--- src/rtl/serdes_pkg.sv ---
// Shared definitions for the 10-bit serial link: symbol width, K28.5 comma
// encodings and the receive aligner state encoding.
package serdes_pkg;

  localparam int SYM_W = 10;

  localparam logic [SYM_W-1:0] K28_5_RDN = 10'b0011111010;
  localparam logic [SYM_W-1:0] K28_5_RDP = 10'b1100000101;

  typedef enum logic [1:0] {
    HUNT,
    CHECK,
    LOCKED
  } align_state_t;

endpackage

--- src/rtl/serdes_comma_det.sv ---
// Combinational K28.5 detector, either running disparity.
module serdes_comma_det
  import serdes_pkg::*;
(
  input  logic [SYM_W-1:0] i_sym,
  output logic             o_match
);

  assign o_match = (i_sym == K28_5_RDN) || (i_sym == K28_5_RDP);

endmodule

--- src/rtl/serdes_rx_align.sv ---
// Receive word aligner: shifts in serial bits, hunts for K28.5, locks the
// 10-bit boundary and emits aligned symbols with a valid strobe.
module serdes_rx_align
  import serdes_pkg::*;
#(
  parameter int LOCK_COMMAS   = 3,
  parameter int MISALIGN_MAX  = 2,
  parameter int CHECK_TIMEOUT = 16
) (
  input  logic             clk,
  input  logic             rst,
  input  logic             enable,
  input  logic             serdes_rx,
  output logic [SYM_W-1:0] data_out,
  output logic             data_valid,
  output logic             is_comma,
  output logic             locked,
  output logic             align_err
);

  localparam int GOOD_W = $clog2(LOCK_COMMAS + 1);
  localparam int MISS_W = $clog2(MISALIGN_MAX + 1);
  localparam int TMR_W  = $clog2(CHECK_TIMEOUT + 1);

  localparam logic [GOOD_W-1:0] GOOD_LOCK = GOOD_W'(LOCK_COMMAS);
  localparam logic [GOOD_W-1:0] GOOD_ONE  = GOOD_W'(1);
  localparam logic [MISS_W-1:0] MISS_MAX  = MISS_W'(MISALIGN_MAX);
  localparam logic [MISS_W-1:0] MISS_ONE  = MISS_W'(1);
  localparam logic [TMR_W-1:0]  TMR_MAX   = TMR_W'(CHECK_TIMEOUT);
  localparam logic [TMR_W-1:0]  TMR_ONE   = TMR_W'(1);
  localparam logic [3:0]        CNT_LAST  = 4'(SYM_W - 1);

  align_state_t      r_state, w_state_next;
  logic [SYM_W-1:0]  r_sr, w_sr_next;
  logic [3:0]        r_cnt, w_cnt_next;
  logic [GOOD_W-1:0] r_good, w_good_next, w_good_inc;
  logic [MISS_W-1:0] r_miss, w_miss_next, w_miss_inc;
  logic [TMR_W-1:0]  r_timer, w_timer_next, w_timer_inc;
  logic [SYM_W-1:0]  r_data, w_data_next;
  logic              r_valid, w_valid_next;
  logic              r_comma, w_comma_next;
  logic              r_err, w_err_next;
  logic              w_match;
  logic              w_boundary;

  // Match is judged on the registered window, so a symbol completed at edge E
  // is emitted at edge E+1.
  serdes_comma_det u_comma_det (
    .i_sym   (r_sr),
    .o_match (w_match)
  );

  // r_cnt counts bits shifted in since the window last held a full word.
  assign w_boundary  = (r_cnt == 4'd0);
  assign w_good_inc  = (r_good  == GOOD_LOCK) ? r_good  : r_good  + GOOD_ONE;
  assign w_miss_inc  = (r_miss  == MISS_MAX)  ? r_miss  : r_miss  + MISS_ONE;
  assign w_timer_inc = (r_timer == TMR_MAX)   ? r_timer : r_timer + TMR_ONE;

  always_ff @(posedge clk or posedge rst) begin
    if (rst) begin
      r_state <= HUNT;
      r_sr    <= '0;
      r_cnt   <= '0;
      r_good  <= '0;
      r_miss  <= '0;
      r_timer <= '0;
      r_data  <= '0;
      r_valid <= 1'b0;
      r_comma <= 1'b0;
      r_err   <= 1'b0;
    end else begin
      r_state <= w_state_next;
      r_sr    <= w_sr_next;
      r_cnt   <= w_cnt_next;
      r_good  <= w_good_next;
      r_miss  <= w_miss_next;
      r_timer <= w_timer_next;
      r_data  <= w_data_next;
      r_valid <= w_valid_next;
      r_comma <= w_comma_next;
      r_err   <= w_err_next;
    end
  end

  always_comb begin
    w_state_next = r_state;
    w_sr_next    = r_sr;
    w_cnt_next   = r_cnt;
    w_good_next  = r_good;
    w_miss_next  = r_miss;
    w_timer_next = r_timer;
    w_data_next  = r_data;
    w_valid_next = 1'b0;
    w_comma_next = 1'b0;
    w_err_next   = 1'b0;

    if (!enable) begin
      w_state_next = HUNT;
      w_sr_next    = '0;
      w_cnt_next   = '0;
      w_good_next  = '0;
      w_miss_next  = '0;
      w_timer_next = '0;
      w_data_next  = '0;
    end else begin
      w_sr_next  = {r_sr[SYM_W-2:0], serdes_rx};
      w_cnt_next = (r_cnt == CNT_LAST) ? 4'd0 : r_cnt + 4'd1;
      case (r_state)
        HUNT: begin
          if (w_match) begin
            w_data_next  = r_sr;
            w_valid_next = 1'b1;
            w_comma_next = 1'b1;
            w_cnt_next   = 4'd1;
            w_good_next  = GOOD_ONE;
            w_miss_next  = '0;
            w_timer_next = '0;
            w_state_next = CHECK;
          end
        end
        CHECK: begin
          if (w_boundary) begin
            w_data_next  = r_sr;
            w_valid_next = 1'b1;
            w_comma_next = w_match;
            if (w_match) begin
              w_good_next  = w_good_inc;
              w_timer_next = '0;
              if (w_good_inc == GOOD_LOCK) begin
                w_miss_next  = '0;
                w_state_next = LOCKED;
              end
            end else begin
              w_timer_next = w_timer_inc;
              if (w_timer_inc == TMR_MAX) w_state_next = HUNT;
            end
          end else if (w_match) begin
            // Realign onto the off-boundary comma and restart the good count.
            w_err_next   = 1'b1;
            w_data_next  = r_sr;
            w_valid_next = 1'b1;
            w_comma_next = 1'b1;
            w_cnt_next   = 4'd1;
            w_good_next  = GOOD_ONE;
            w_timer_next = '0;
          end
        end
        LOCKED: begin
          if (w_boundary) begin
            w_data_next  = r_sr;
            w_valid_next = 1'b1;
            w_comma_next = w_match;
            if (w_match) w_miss_next = '0;
          end else if (w_match) begin
            w_err_next  = 1'b1;
            w_miss_next = w_miss_inc;
            if (w_miss_inc == MISS_MAX) w_state_next = HUNT;
          end
        end
        default: w_state_next = HUNT;
      endcase
    end
  end

  assign data_out   = r_data;
  assign data_valid = r_valid;
  assign is_comma   = r_comma;
  assign align_err  = r_err;
  assign locked     = (r_state == LOCKED);

endmodule

--- config.mk ---
export PLATFORM = sky130hd
export DESIGN_NAME = serdes_rx_align
export DESIGN_NICKNAME = d
export VERILOG_FILES = /design/src/rtl/serdes_pkg.sv /design/src/rtl/serdes_comma_det.sv /design/src/rtl/serdes_rx_align.sv
export SDC_FILE = /design/constraint.sdc
export NUM_CORES = 1
export LEC_CHECK = 0
export ABC_AREA = 1
export CAP_MARGIN = 20
export CORE_MARGIN = 3
export CORE_UTILIZATION = 60
export CTS_BUF_LIST = sky130_fd_sc_hd__clkbuf_4
export DETAILED_ROUTE_END_ITERATION = 8
export GPL_TIMING_DRIVEN = 0
export PLACE_DENSITY = 0.84
export SLEW_MARGIN = 20
export SYNTH_ARGS = -nofsm -noshare
export SYNTH_HDL_FRONTEND = slang
export SYNTH_SLANG_ARGS = --single-unit
--- constraint.sdc ---
create_clock -name clk -period 2.6 [get_ports clk]
set_clock_uncertainty 0.15 [all_clocks]
set_input_delay 0.52 -clock clk [delete_from_list [all_inputs] [get_ports clk]]
set_output_delay 0.52 -clock clk [all_outputs]
set_load 0.01 [all_outputs]
Yosys cells after proc, flatten, opt, wreduce, memory -nomap -nowiden
Index checks and enable logic that the tools add are counted.

Input port bits: 4. Flip-flop bits (word level): 38.

$add $sub $neg: 4. Eq/ne operators: 25. Reduce and logical (&&, ||, !) cells: 8. Multiplexer cells: 54.

Operators by type and width (number): 10-bit 2-to-1 mux (5); 2-bit 2-to-1 mux (22); 10-bit one-hot mux with 3 select lines (1); 5-bit 2-to-1 mux (5); 4-bit 2-to-1 mux (4); 3-bit inequality test, second input constant (5); 4-bit inequality test, second input constant (3); 2-bit one-hot mux with 3 select lines (2); 10-bit equality test, second input constant (1); 10-bit by 8-bit equality test with 1-bit output, second input constant (1); 2-bit equality test, second input constant (5); 5-bit equality test, second input constant (2); 1-bit 2-to-1 mux (10); 5-bit one-hot mux with 2 select lines (1); 3-bit by 2-bit inequality test with 1-bit output, second input constant (3); 4-bit one-hot mux with 2 select lines (1); 7-bit AND reduction (1); 1-bit one-hot mux with 3 select lines (2); 5-bit by 1-bit adder with 5-bit output, second input constant (1); 5-bit AND reduction (1); 2-bit by 1-bit adder with 2-bit output, second input constant (2); 4-bit by 1-bit adder with 4-bit output, second input constant (1); 4-bit equality test, second input constant (1); 4-bit zero test (1); other kinds (9) (10).

Longest topological paths before layout
Gate-level depths: netlist of run 1.

Depth after elaboration: 8. Depth in mapped cells: 13. Gate-level depth less buffers: 13.

Cells and area by module
Synthesis of run 1 repeated with hierarchy kept, for this count alone.

Cell total of the unflattened synthesis: 264. Area total of the unflattened synthesis: 2107.0 um^2.

By module, submodules not included: serdes_rx_align (area each 2025.7 um^2, times used 1, sequential area each 950.9 um^2, cells an instance 243); serdes_comma_det (area each 81.3 um^2, times used 1, sequential area each 0.0 um^2, cells an instance 21).

Worst setup path before layout of run 1
No wires, ideal clock.

Kind: register to register. Start point: reg r_state[0]. End point: reg r_data[5] (netlist: data_out[5]). Arrival time: 1.510 ns. Library setup time: 0.116 ns. Required time: 2.334 ns. Buffers on the path: 0. Cell stages (with the launch flop): 12. Slack: 0.824 ns. Cells stage by stage: dfrtp_1 -> inv_1 -> ha_1 -> nand2_1 -> inv_2 -> nand2_1 -> nand2_2 -> inv_2 -> nand2_2 -> inv_1 -> nand2_1 -> nand2_1.

Cells in the longest elaborated chain, start to end: 3.

RTL lines: from (decl) (line serdes_rx_align.sv:33) `align_state_t r_state, w_state_next;`; from (signal assigned) (line serdes_rx_align.sv:72) `r_state <= w_state_next;`; 2-bit equality test (*); net locked (line serdes_rx_align.sv:17) `output logic locked,`; 10-bit one-hot mux with 3 select lines (tied with other cells) (line serdes_rx_align.sv:108) `case (r_state)`; 10-bit 2-to-1 mux or 2-bit AND reduction (tied branches); to (signal assigned) (line serdes_rx_align.sv:78) `r_data <= w_data_next;`; to (decl) (line serdes_rx_align.sv:39) `logic [SYM_W-1:0] r_data, w_data_next;`.

Mark *: on every way through the listed nets, which the timed path passes. The rest lies on a longest branch. A chain may end at the register's enable or synchronous reset.

Worst setup path in the final report of run 1
Start point: reg r_state[0]. End point: out locked.

Cells in the longest elaborated chain, start to end: 1.

RTL lines: 2-bit equality test (line serdes_rx_align.sv:169) `assign locked = (r_state == LOCKED);`; to (decl) (line serdes_rx_align.sv:17).

No other way between the ends.

==> results of run 1 <==
[state kept, by name, summed over array words and instances (netlist names)]
name        count
is_comma        1
r_good          2
data_valid      1
r_timer         5
r_miss          2
r_cnt           4
r_sr           10
data_out       10
align_err       1
r_state         2
[placed cells by master, fill, tap and decap left out, types with 2 or more instances in the layout]
cell type,instances
ha_1,10
dfrtp_1,38
clkinvlp_4,2
nand2_2,3
nand2_4,4
o21ai_1,7
clkbuf_4,5
nor2_1,25
clkdlybuf4s50_1,17
o22ai_1,2
nand3_1,26
o21ai_0,6
nand3_2,2
inv_1,53
inv_2,7
nor2_4,3
a21oi_4,2
xor2_1,2
o21ai_2,2
nor2_2,3
nand2_1,92
[routing by layer]
metal,wire [um],part of all wire (%),GRT usage (%)
met5,0,0,0
met4,59,1.3,8.93
met3,244,5.5,5.25
met2,2150,48,38.6
met1,2010,45,29.6
[final cells by class]
cell class                      count  share of cell area (%)
Timing Repair Buffer               18                    7.18
Buffer                              3                   0.850
Inverter                           61                    8.64
Sequential cell                    38                    35.9
Clock inverter                      3                    1.70
Tap cell                           46                    2.17
Multi-Input combinational cell    203                    42.2
Clock buffer                        5                    1.42
[final timing paths]
path | startpoint | endpoint | slack, ps | depth (start not counted)
setup / recovery | r_state[0] | locked | 120 | 3
hold / removal | rst | r_timer[4] | 250 | 2
setup reg to reg | r_state[1] | data_out[5] | 560 | 12
hold reg to reg | data_out[4] | data_out[4] | 330 | 2
max in group asynchronous | rst | r_miss[1] | 1610 | 3
min in group clk | data_out[4] | data_out[4] | 330 | 2
[per-stage QoR]
stage	setup WS [ps]	instance area (um^2)
after floorplan	824	2320
after global placement	279	2540
after CTS	106	2650
final	118	2650
after detailed placement	380	2560
after global routing	37.3	2650
[cells by family (layout without fill, tap and decap cells)]
group | count (synthesis) | count (layout) | synth area share (%)
fa+ha+maj | 11 | 11 | 5.94
flops | 38 | 38 | 41.0
xor+xnor | 3 | 3 | 1.13
simple gates | 163 | 163 | 32.3
compound gates | 26 | 26 | 8.69
buf+inv | 64 | 90 | 10.9
[power groups by stage]
stage	clock [mW]	combinational [mW]	sequential (mW)
4_1_cts	0.419	0.473	0.652
3_3_place_gp	0	0.455	0.661
2_1_floorplan	0	0.371	0.659
3_5_place_dp	0	0.468	0.663
6_report	0.407	0.474	0.651
5_1_grt	0.450	0.539	0.657
==> flow_metrics.env, run 1 <==
export IMPL_outcome="finished, final reports clean"
export IMPL_root_buffer="clkbuf_4"
export IMPL_finalPower_mw=1.53
export IMPL_cap_violations=0
export IMPL_drtIter0Drc=144
export IMPL_tightest_slew_ps=378
export IMPL_route_vias_total=1949
export IMPL_rsz0062_at_grt="no"
export IMPL_critPathCaptureType="primary output"
export IMPL_nets=345
export IMPL_critPathTopFamily="buffers and inverters"
export IMPL_synth_largest_area_cell="dfrtp_1"
export IMPL_syn_avg_cell_area_um2=7.60
export IMPL_drive_gt1_share_pct=13.3
export IMPL_setup_viol=0
export IMPL_post_dp_hpwl_um=3380
export IMPL_synth_commonest_cells="92 x nand2_1, 54 x inv_1, 38 x dfrtp_1"
export IMPL_syn_to_final_growth_pct=14.4
export IMPL_max_stage_delay_ps=580
export IMPL_gp_congestion=0.949
export IMPL_crit_buf_inv=2
export IMPL_syn_area_um2=2320
export IMPL_synth_most_common_cell="nand2_1"
export IMPL_netlist_area_leader_share_pct=41.0
export IMPL_cts_resized=1
export IMPL_drc=0
export IMPL_synth_area_leaders="dfrtp_1 41%, nand2_1 15%, inv_1 8.7%"
export IMPL_cp_max_fo=6
export IMPL_finalCoreUtilization_pct=75.3
export IMPL_share_comb_of_total_power_pct=30.9
export IMPL_syn_nets=320
export IMPL_start_kind="register"
export IMPL_report_final_slew_viol_count=0
export IMPL_grt_max_degree=28
export IMPL_cts_tree="done"
export IMPL_regArea_um2=951
export IMPL_ant_nets=0
export IMPL_die_w_um=68.1
export IMPL_port_buffers=17
export IMPL_row_count=21
export IMPL_power_internal_mw=0.978
export IMPL_swShare_pct=36.2
export IMPL_nFillCells=277
export IMPL_hold_class="in2async"
export IMPL_grt_pass1_vias=1892
export IMPL_core_um2=3520
export IMPL_critPathKind="reg2out"
export IMPL_synth_seq_cells=38
export IMPL_cts_made_buffers=5
export IMPL_place_inst=369
export IMPL_n_antenna_cell=0
export IMPL_synth_edf_count=0
export IMPL_grt_pass1_wl_um=8180
export IMPL_synth_warnings=0
export IMPL_cp_cell_sequence="inv_1 > ha_2 > clkdlybuf4s50_1"
export IMPL_relSlewSlack_pct=74.8
export IMPL_clkPwrFrac_pct=26.6
export IMPL_p_seq_share_pct=42.5
export IMPL_clock_sinks=38
export IMPL_cts_clk_slew_worst_paths_ps=130
export IMPL_synth_distinct_cells=35
export IMPL_period_minus_slack_ps=2480
export IMPL_switchingPower_mw=0.554
export IMPL_p_per_area_nw_per_um2=578
export IMPL_finalHoldViolations=0
export IMPL_synth_ff_type="dfrtp_1"
export IMPL_fin_hold_ws_ps=249
export IMPL_finalSetupTns_ps=0
export IMPL_ys_seq_area_share_pct=41.0
export IMPL_fin_crit_sh_pct=95.5
export IMPL_viasPerCell=5.17
export IMPL_ir_drop_mv=0.334
export IMPL_synthArstFlopShare_pct=100
export IMPL_drt_total_wl_um=4460
export IMPL_wl_per_cell_um=11.8
export IMPL_multi_input_comb_area_um2=1120
export IMPL_gr_total_overflow=0
export IMPL_dr_pass1_iters=4
export IMPL_hold_buffers=0
export IMPL_cts_htree_levels=2
export IMPL_ios=18
export IMPL_grtUsageTotal_pct=23.3
export IMPL_slowest_stage="clkdlybuf4s50_1"
export IMPL_worstPathArrival_ps=1810
export IMPL_p_leak_nw=1.43
export IMPL_required_ps=1930
export IMPL_die_area_um2=4640
export IMPL_cts_setup_buffers=0
export IMPL_final_cells=377
export IMPL_clkLatencyLatePin_ps=350
export IMPL_fmax_ghz=0.403
export IMPL_antenna_found_initial=0
export IMPL_clockBufferDepth=2
export IMPL_synthCells=305
export IMPL_die_h_um=68.1
export IMPL_initial_core_util_pct=65.8
Note: power is estimated with default switching activity, not from simulation.
==> run 2, diff against run 1 <==
Settings changed: ABC_CLOCK_PERIOD_IN_PS from default to 2600.
==> results of run 2 <==
No change in the layout: final DEF, timing and power equal those of run 1.
==> run 3, diff against run 2 <==
Settings changed: CORE_ASPECT_RATIO from default to 0.7.
==> flow_metrics.env, run 3 (synthesis results as in run 1) <==
export IMPL_outcome="finished, final reports clean"
export IMPL_row_count=18
export IMPL_route_vias_total=1947
export IMPL_die_h_um=58.0
export IMPL_core_um2=3600
export IMPL_finalSetupTns_ps=0
export IMPL_setup_viol=0
export IMPL_antenna_found_initial=0
export IMPL_worstPathArrival_ps=1810
export IMPL_grtUsageTotal_pct=23.3
export IMPL_hold_class="in2async"
export IMPL_cap_violations=0
export IMPL_nets=345
export IMPL_relSlewSlack_pct=73.6
export IMPL_ant_nets=0
export IMPL_finalCoreUtilization_pct=73.7
export IMPL_fmax_ghz=0.404
export IMPL_finalHoldViolations=0
export IMPL_syn_to_final_growth_pct=14.6
export IMPL_drtIter0Drc=146
export IMPL_root_buffer="clkbuf_4"
export IMPL_die_w_um=80.3
export IMPL_worstReg2RegStart="r_state[1]"
export IMPL_grt_max_degree=27
export IMPL_tightest_slew_ps=396
export IMPL_drt_total_wl_um=4710
export IMPL_clkLatencyLatePin_ps=340
export IMPL_gp_congestion=0.946
export IMPL_cts_clk_slew_worst_paths_ps=120
export IMPL_required_ps=1930
export IMPL_ir_drop_mv=0.434
export IMPL_fin_crit_sh_pct=95.3
export IMPL_initial_core_util_pct=64.3
export IMPL_slowest_stage="clkdlybuf4s50_1"
export IMPL_report_final_slew_viol_count=0
export IMPL_r2r_slack_ps=560
export IMPL_grt_pass1_wl_um=8420
export IMPL_place_inst=373
export IMPL_start_kind="register"
export IMPL_final_cells=381
export IMPL_n_antenna_cell=0
export IMPL_cts_made_buffers=5
export IMPL_grt_pass1_vias=1893
export IMPL_final_cell_mix="92 x nand2_1, 53 x inv_1, 38 x dfrtp_1"
export IMPL_cts_setup_buffers=0
export IMPL_drc=0
export IMPL_max_stage_delay_ps=580
export IMPL_cts_htree_levels=2
export IMPL_p_leak_nw=1.43
export IMPL_p_per_area_nw_per_um2=582
export IMPL_finalPower_mw=1.55
export IMPL_nFillCells=282
export IMPL_clockBufferDepth=2
export IMPL_post_dp_hpwl_um=3550
export IMPL_viasPerCell=5.11
export IMPL_hold_buffers=0
export IMPL_r2r_end="data_out[1]"
export IMPL_final_common_cell="nand2_1"
export IMPL_port_buffers=17
export IMPL_cts_tree="done"
export IMPL_reg2reg_depth=11
export IMPL_rsz0062_at_grt="no"
export IMPL_gr_total_overflow=0
export IMPL_critPathCaptureType="primary output"
export IMPL_drive_gt1_share_pct=13.3
export IMPL_critPathKind="reg2out"
export IMPL_ios=18
export IMPL_dr_pass1_iters=4
export IMPL_wl_per_cell_um=12.4
export IMPL_die_area_um2=4660
export IMPL_cp_max_fo=6
export IMPL_clock_sinks=38
export IMPL_cp_cell_sequence="inv_1 > ha_2 > clkdlybuf4s50_1"
export IMPL_period_minus_slack_ps=2480
## run 3: cell counts in the layout (fill, tap and decap cells not counted)
Identical to the previous run, type by type.
## run 3: worst max-delay path, delay by kind of cell, from the launching register on
kind	cells	cell delay, ps
buffers and inverters	2	710
flip-flops	1	440
adder cells (fa/ha/maj)	1	330
## run 3: what timing repair did
action                                  CTS  global route
endpoints found under the setup margin    1             0
resized for setup                         1             0
endpoints found under the hold margin     0             0
## run 3: how the worst max path moves through the flow
stage / from / endpoint / slack [ps] / depth (start not counted)
finish: r_state[0] / locked / 120 / 3
global route: r_state[0] / locked / 50 / 3
CTS: r_state[0] / locked / 120 / 3
detailed placement: enable / data_out[1] / 380 / 9
global placement: rst / r_cnt[1] / 270 / 2
floorplan: r_state[0] / data_out[5] / 820 / 11
## run 3: stage by stage
| step | hold slack (ps) | setup WS (ps) | cell area (um^2) |
|---|---|---|---|
| final | 276 | 123 | 2660 |
| after global routing | 290 | 45.6 | 2660 |
| after CTS | 288 | 119 | 2660 |
| after detailed placement | 317 | 378 | 2570 |
| after global placement | 305 | 275 | 2550 |
| after floorplan | 305 | 824 | 2320 |
## run 3: routing by layer
metal	track usage (%)	vias up	share of wire, %
met2	34.9	53	46
met1	33.5	903	47
met3	5.28	10	5.9
met4	8.43	0	1.5
li1	-	981	-
met5	0	-	0
## run 3: final cells by class
class                           instances  area, um^2  area share, %
Buffer                                  3        22.5          0.848
Clock buffer                            5        37.5           1.41
Clock inverter                          3        45.0           1.70
Inverter                               61         229           8.62
Multi-Input combinational cell        203        1120           42.1
Sequential cell                        38         951           35.8
Tap cell                               50        62.6           2.36
Timing Repair Buffer                   18         190           7.16
## run 3: where the power goes
part,switching [mW],internal [mW],total (mW)
Clock,0.204,0.202,0.406
Sequential,0.0287,0.623,0.652
Combinational,0.334,0.155,0.489
Total,0.566,0.980,1.55
